**src/rtl/janus_ref_pkg.sv**
```systemverilog
// Shared constants and FSM state type for the Janus reference-frequency monitor.
package janus_ref_pkg;

  localparam int NOMINAL_DEF      = 768;
  localparam int TOL_DEF          = 2;
  localparam int LOCK_COUNT_DEF   = 16;
  localparam int UNLOCK_COUNT_DEF = 4;
  localparam int TIMEOUT_DEF      = 1024;
  localparam int CNT_W            = 12;
  localparam int ERR_W            = 13;

  typedef enum logic [1:0] {
    NO_REF  = 2'd0,
    ACQUIRE = 2'd1,
    LOCKED  = 2'd2,
    HOLD    = 2'd3
  } ref_state_t;

endpackage

```
**src/rtl/ref_edge_sync.sv**
```systemverilog
// Two-flop synchronizer for the asynchronous Ref_Div pin plus a registered
// rising-edge detector; the pulse is one Clk wide, three cycles after the pin edge.
module ref_edge_sync (
  input  logic Clk,
  input  logic Reset,
  input  logic Ref_Div,
  output logic Ref_Edge
);

  logic sync_p0, sync_p1, sync_p2, edge_p3;

  always_ff @(posedge Clk) begin
    if (Reset) begin
      sync_p0 <= 1'b0;
      sync_p1 <= 1'b0;
      sync_p2 <= 1'b0;
      edge_p3 <= 1'b0;
    end else begin
      sync_p0 <= Ref_Div;
      sync_p1 <= sync_p0;
      sync_p2 <= sync_p1;
      edge_p3 <= sync_p1 & ~sync_p2;
    end
  end

  assign Ref_Edge = edge_p3;

endmodule

```
**src/rtl/janus_ref_monitor.sv**
```systemverilog
// Measures the Ref_Div period in Clk cycles, reports the error against NOMINAL
// and qualifies reference presence and XO lock with a small hysteresis FSM.
module janus_ref_monitor
  import janus_ref_pkg::*;
#(
  parameter int NOMINAL      = NOMINAL_DEF,
  parameter int TOL          = TOL_DEF,
  parameter int LOCK_COUNT   = LOCK_COUNT_DEF,
  parameter int UNLOCK_COUNT = UNLOCK_COUNT_DEF,
  parameter int TIMEOUT      = TIMEOUT_DEF
) (
  input  logic                    Clk,
  input  logic                    Reset,
  input  logic                    Ref_Div,
  output logic                    Ref_OK,
  output logic                    Lock_OK,
  output logic                    Tune_Sel,
  output logic signed [ERR_W-1:0] Period_Err,
  output logic                    Err_Valid
);

  localparam int GOOD_W = $clog2(LOCK_COUNT + 1);
  localparam int BAD_W  = $clog2(UNLOCK_COUNT + 1);

  // Period is counter+1, so it needs one bit more than the counter.
  function automatic logic signed [ERR_W-1:0] period_error(input logic [CNT_W:0] period);
    int diff;
    diff = int'(period) - NOMINAL;
    return ERR_W'(diff);
  endfunction

  function automatic logic period_good(input logic signed [ERR_W-1:0] err);
    return (int'(err) >= -TOL) && (int'(err) <= TOL);
  endfunction

  logic              edge_p3;
  logic [CNT_W-1:0]  cnt_p4;
  logic [CNT_W:0]    period_p4;
  logic              have_meas;
  logic              timeout;
  ref_state_t        state, nxt_state;
  logic [GOOD_W-1:0] good_cnt, nxt_good;
  logic [BAD_W-1:0]  bad_cnt, nxt_bad;

  ref_edge_sync u_edge (
    .Clk      (Clk),
    .Reset    (Reset),
    .Ref_Div  (Ref_Div),
    .Ref_Edge (edge_p3)
  );

  assign period_p4 = {1'b0, cnt_p4} + (CNT_W + 1)'(1);
  assign timeout   = (cnt_p4 == CNT_W'(TIMEOUT - 1)) && !edge_p3;

  // Stage p4: period counter and error measurement
  always_ff @(posedge Clk) begin
    if (Reset) begin
      cnt_p4     <= '0;
      have_meas  <= 1'b0;
      Err_Valid  <= 1'b0;
      Period_Err <= '0;
    end else begin
      if (edge_p3)
        cnt_p4 <= '0;
      else if (cnt_p4 != '1)
        cnt_p4 <= cnt_p4 + CNT_W'(1);

      // The first edge after reset or loss of reference only opens a window.
      if (timeout)
        have_meas <= 1'b0;
      else if (edge_p3)
        have_meas <= 1'b1;

      Err_Valid <= edge_p3 && have_meas;
      if (edge_p3 && have_meas)
        Period_Err <= period_error(period_p4);
    end
  end

  always_comb begin
    nxt_state = state;
    nxt_good  = good_cnt;
    nxt_bad   = bad_cnt;
    if (timeout) begin
      nxt_state = NO_REF;
      nxt_good  = '0;
      nxt_bad   = '0;
    end else begin
      case (state)
        NO_REF: begin
          if (edge_p3) begin
            nxt_state = ACQUIRE;
            nxt_good  = '0;
          end
        end
        ACQUIRE: begin
          if (Err_Valid) begin
            if (!period_good(Period_Err))
              nxt_good = '0;
            else if (int'(good_cnt) + 1 >= LOCK_COUNT) begin
              nxt_state = LOCKED;
              nxt_good  = '0;
            end else
              nxt_good = good_cnt + GOOD_W'(1);
          end
        end
        LOCKED: begin
          if (Err_Valid && !period_good(Period_Err)) begin
            nxt_state = HOLD;
            nxt_bad   = BAD_W'(1);
          end
        end
        HOLD: begin
          if (Err_Valid) begin
            if (period_good(Period_Err)) begin
              nxt_state = LOCKED;
              nxt_bad   = '0;
            end else if (int'(bad_cnt) + 1 >= UNLOCK_COUNT) begin
              nxt_state = ACQUIRE;
              nxt_good  = '0;
              nxt_bad   = '0;
            end else
              nxt_bad = bad_cnt + BAD_W'(1);
          end
        end
        default: nxt_state = NO_REF;
      endcase
    end
  end

  // Stage p5: state and its decoded outputs, registered together
  always_ff @(posedge Clk) begin
    if (Reset) begin
      state    <= NO_REF;
      good_cnt <= '0;
      bad_cnt  <= '0;
      Ref_OK   <= 1'b0;
      Lock_OK  <= 1'b0;
      Tune_Sel <= 1'b0;
    end else begin
      state    <= nxt_state;
      good_cnt <= nxt_good;
      bad_cnt  <= nxt_bad;
      Ref_OK   <= (nxt_state != NO_REF);
      Lock_OK  <= (nxt_state == LOCKED) || (nxt_state == HOLD);
      Tune_Sel <= (nxt_state != NO_REF);
    end
  end

endmodule

```
**config.mk**
```make
export PLATFORM = sky130hd
export DESIGN_NAME = janus_ref_monitor
export DESIGN_NICKNAME = d
export VERILOG_FILES = /design/src/rtl/janus_ref_pkg.sv /design/src/rtl/ref_edge_sync.sv /design/src/rtl/janus_ref_monitor.sv
export SDC_FILE = /design/constraint.sdc
export NUM_CORES = 1
export LEC_CHECK = 0
export ABC_AREA = 1
export BUFFER_PORTS_ARGS = -buffer_cell sky130_fd_sc_hd__clkbuf_2
export CAP_MARGIN = 15
export CORE_MARGIN = 10
export CORE_UTILIZATION = 32
export DETAILED_ROUTE_END_ITERATION = 6
export PLACE_DENSITY_LB_ADDON = 0.08
export SETUP_SLACK_MARGIN = 0.1
export SYNTH_ARGS = -nofsm -noshare
export SYNTH_HDL_FRONTEND = slang
export SYNTH_SLANG_ARGS = --single-unit
```
**constraint.sdc**
```tcl
create_clock -name Clk -period 4.1 [get_ports Clk]
set_input_delay 0.41 -clock Clk [delete_from_list [all_inputs] [get_ports Clk]]
set_output_delay 0.41 -clock Clk [all_outputs]
set_load 0.05 [all_outputs]
```
==> metrics.md <==
| Metric | Value |
|---|---|
| Routed wire length | roughly 4800 um |
| Global route overflow | 0 |
| Fin. Hold Viols | 0 |
| Fin crit period | 1.95 ns |
| Hold endpoint | u_edge.sync_p0$_SDFF_PP0_ |
| Clock skew | 0.00272 ns |
| Core area | between 6000 and 7000 sq um |
| Placed cell areas | 2240 sq um |
| WHS Path Cells | 3 |
| Maxcap violations | 0 |
| Post-CTS setup buffers | 0 |
| Setup TNS | 0 ns |
| Maximum fanout along the worst path | 12 |
| Max-slew violation count | 0 |
| Power per Cell Area | between 300 and 400 nW/um^2 |
| WHS | between 0.2 and 0.3 ns |
| Register area | between 800 and 900 sq um |
| Syn_nets | 306 |
| Via/cell ratio | 4.59 |
| Pre-CTS setup slack | 2.21 ns |
| Number of diodes | 0 |
| Number of clock sinks | 43 |
| FF+latch count, synth | 43 |
| Initial Utilization | 0.329 |
| Critical path type | reg2reg |
| Arrival time at the worst endpoint | 2.12 ns |
| Adder-cell area share of the yosys netlist | 0.0181 |
| Critical Path Source Type | flip-flop |
| Hold buffers post-CTS | 0 |
| Multiplexer share of the synthesized area | 0 |
| Gr usage total | 0.0971 |
| Die X | 101 um |
| Vias in the first global route | 1658 |
| P_leak | 0.00116 uW |
| Num rows | 29 |
| CP max stage cell | nand4_1 |
| 1st-pass router iterations | 4 |
| Clock Latency Late Sink | 0.29 ns |
| Drt wl/cell | 12.0 um |
| ANT nets after route | 0 |
| FF-to-FF setup slack | 2.15 ns |
| Area Overhead vs Synth | 14.0% |
| Distinct cells, synth | 31 |
| Initial antenna violation count | 0 |
| Run status | completed |
| Relative slew slack | 0.539 |
| Post-Syn Area | between 2000 and 2500 sq um |
| Maximum clock path buffer count | 2 |
| Synth Instances | 300 |
| First-pass GRT wire length | 8010 um |
| Sequential-to-total area share from yosys stat | 0.414 |
| Period utilization | 0.476 |
| CTS tree | yes |
| Commonest non-fill, non-tap cell in the layout | nand2_1 |
| Fillers | 718 |
| Area occupied by multi-input gates | around 980 sq um |
| Most frequent cells in the layout | nand2_1 (63), inv_1 (51), dfxtp_1 (43), nor2_1 (43), clkbuf_2 (19) |
| Setup WS post-layout | 2.15 ns |
| Min-delay src | Ref_Div |
| Gpl congestion | 0.840 |
| Iter 0 DRT Violations | 80 |
| Worst R2R Path Depth | 8 |
| Worst-path clk slew | 0.08 ns |
| Max Fclk | 512 MHz |
| Crit path capture type | flip-flop |
| Maximum vdd drop | 209 uV |
| I/O Buffers | 19 |
| Largest net degree at the start of global routing | 25 |
| Final setup fails | 0 |
| Die area | between 10000 and 15000 sq um |
| Simple-gate share of the synthesized area | 0.304 |
| CTS buffer count | 5 |
| Worst Path Required | 4.27 ns |
| Layout net count | 326 |
| FF-to-FF End | cnt_p4[1]$_SDFFE_PP0P_ |
| Class of the worst hold path | in2reg |
| Final Util | 0.375 |
| Resized cells post-CTS | 0 |
| Slowest stage delay, CP | 0.44 ns |
| Depth of the CTS H-tree | 2 |
| I/O pin total | 20 |
| Share of layout cells above drive strength 1 | 0.128 |
| RSZ-0062 raised after global routing | false |
| Worst Tran Pin Value | approximately 0.69 ns |
| Vias | roughly 1800 |
| Root Buffer | clkbuf_8 |
| Cell Chain, Critical Path | ha_1 > nand2_1 > nor2_2 > nand2_2 > nor2_4 > nand4_1 > o21ai_0 > a21oi_1 |
| Largest family of logic cells by synthesized area | simple AND/OR/NAND/NOR gates |
| Die Y-Extent | 101 um |
| Worst flop-to-flop path startpoint | cnt_p4[0]$_SDFFE_PP0P_ |
| XOR/XNOR share of the synthesized area | 0.0380 |
| Detailed placer's ending HPWL | between 3000 and 4000 um |
| Synth warnings | 0 |
| Final instance area | 2370 sq um |
| Compound-Gate Fraction of Synth Area | 0.114 |
| Post-synthesis area per instance | slightly below 7 sq um |
| DRC viols | 0 |
flip-flops by register name, summed over array words and instances (netlist names):
register         count
u_edge.sync_p0       1
Period_Err          13
state                2
cnt_p4              12
Err_Valid            1
Lock_OK              1
Tune_Sel             1
bad_cnt              3
u_edge.Ref_Edge      1
have_meas            1
good_cnt             5
u_edge.sync_p2       1
u_edge.sync_p1       1
routing by layer:
layer / track usage / part of all wire / vias to the layer above
met5: 0 / 0 / -
met3: 0.0281 / 0.047 / 4
met2: 0.138 / 0.41 / 33
met1: 0.137 / 0.53 / 816
met4: 0.0293 / 0.0080 / 0
li1: - / - / 972
where the power goes:
group	internal [uW]	switching (uW)
clock network	244	151
logic	11.8	28.0
registers	425	6.60
total	680	185
stage by stage:
stage          std cells  power [uW]
3_3_place_gp         390         482
5_1_grt              398         898
4_1_cts              398         877
3_5_place_dp         390         481
2_1_floorplan        300         471
6_report             398         866
final cells by class:
cell class / instances / share of cell area
Inverter: 53 / 0.0840
Clock inverter: 2 / 0.0254
Multi-Input combinational cell: 198 / 0.416
Clock buffer: 6 / 0.0306
Timing Repair Buffer: 19 / 0.0401
Sequential cell: 43 / 0.363
Tap cell: 77 / 0.0407
cells in the mapped netlist:
cell,count,area (sq um)
nand2_1,63,236
inv_1,51,191
dfxtp_1,43,861
nor2_1,43,161
a21oi_1,17,85.1
nand3_1,16,80.1
o21ai_0,14,70.1
nand4_1,7,43.8
xor2_1,6,52.6
o211ai_1,4,30.0
ha_1,3,37.5
nand2_2,3,18.8
nor2_2,3,18.8
nor3_1,3,15.0
or2_2,3,18.8
xnor2_1,3,26.3
buf_2,2,10.0
buf_4,2,15.0
nand3_2,2,20.0
a211oi_1,1,7.51
a31oi_1,1,6.26
buf_1,1,3.75
clkbuf_1,1,3.75
clkinv_1,1,3.75
inv_2,1,3.75
nor2_4,1,11.3
nor3b_1,1,7.51
o21ai_1,1,5.00
o21ai_2,1,8.76
o21ai_4,1,16.3
o31ai_1,1,7.51
worst max-delay path by stage:
stage                                    start                endpoint  slack, ns
finish                  cnt_p4[0]$_SDFFE_PP0P_  cnt_p4[1]$_SDFFE_PP0P_       2.15
global placement        cnt_p4[0]$_SDFFE_PP0P_  cnt_p4[1]$_SDFFE_PP0P_       2.24
detailed placement      cnt_p4[0]$_SDFFE_PP0P_  cnt_p4[1]$_SDFFE_PP0P_       2.21
floorplan           Period_Err[3]$_SDFFE_PP0P_     Tune_Sel$_SDFF_PP0_       2.53
CTS                     cnt_p4[0]$_SDFFE_PP0P_  cnt_p4[1]$_SDFFE_PP0P_       2.19
global route            cnt_p4[0]$_SDFFE_PP0P_  cnt_p4[1]$_SDFFE_PP0P_       1.97
cell families (layout without fill, tap and decap cells):
logic type                 after synthesis  count (layout)
and+or+nand+nor                        145             145
DFF                                     43              43
buffers and inverters                   59              80
xor gates and xnor gates                 9               9
adders and majority gates                3               3
AOI/OAI and AO/OA                       41              41
critical path, delay by kind of cell, from the launching register on:
kind | cells | cell delay (ns)
AOI/OAI and AO/OA | 2 | 0.40
adders and majority gates | 1 | 0.20
DFF | 1 | 0.40
and+or+nand+nor | 5 | 0.83
Power figures use the tool's default switching activity.
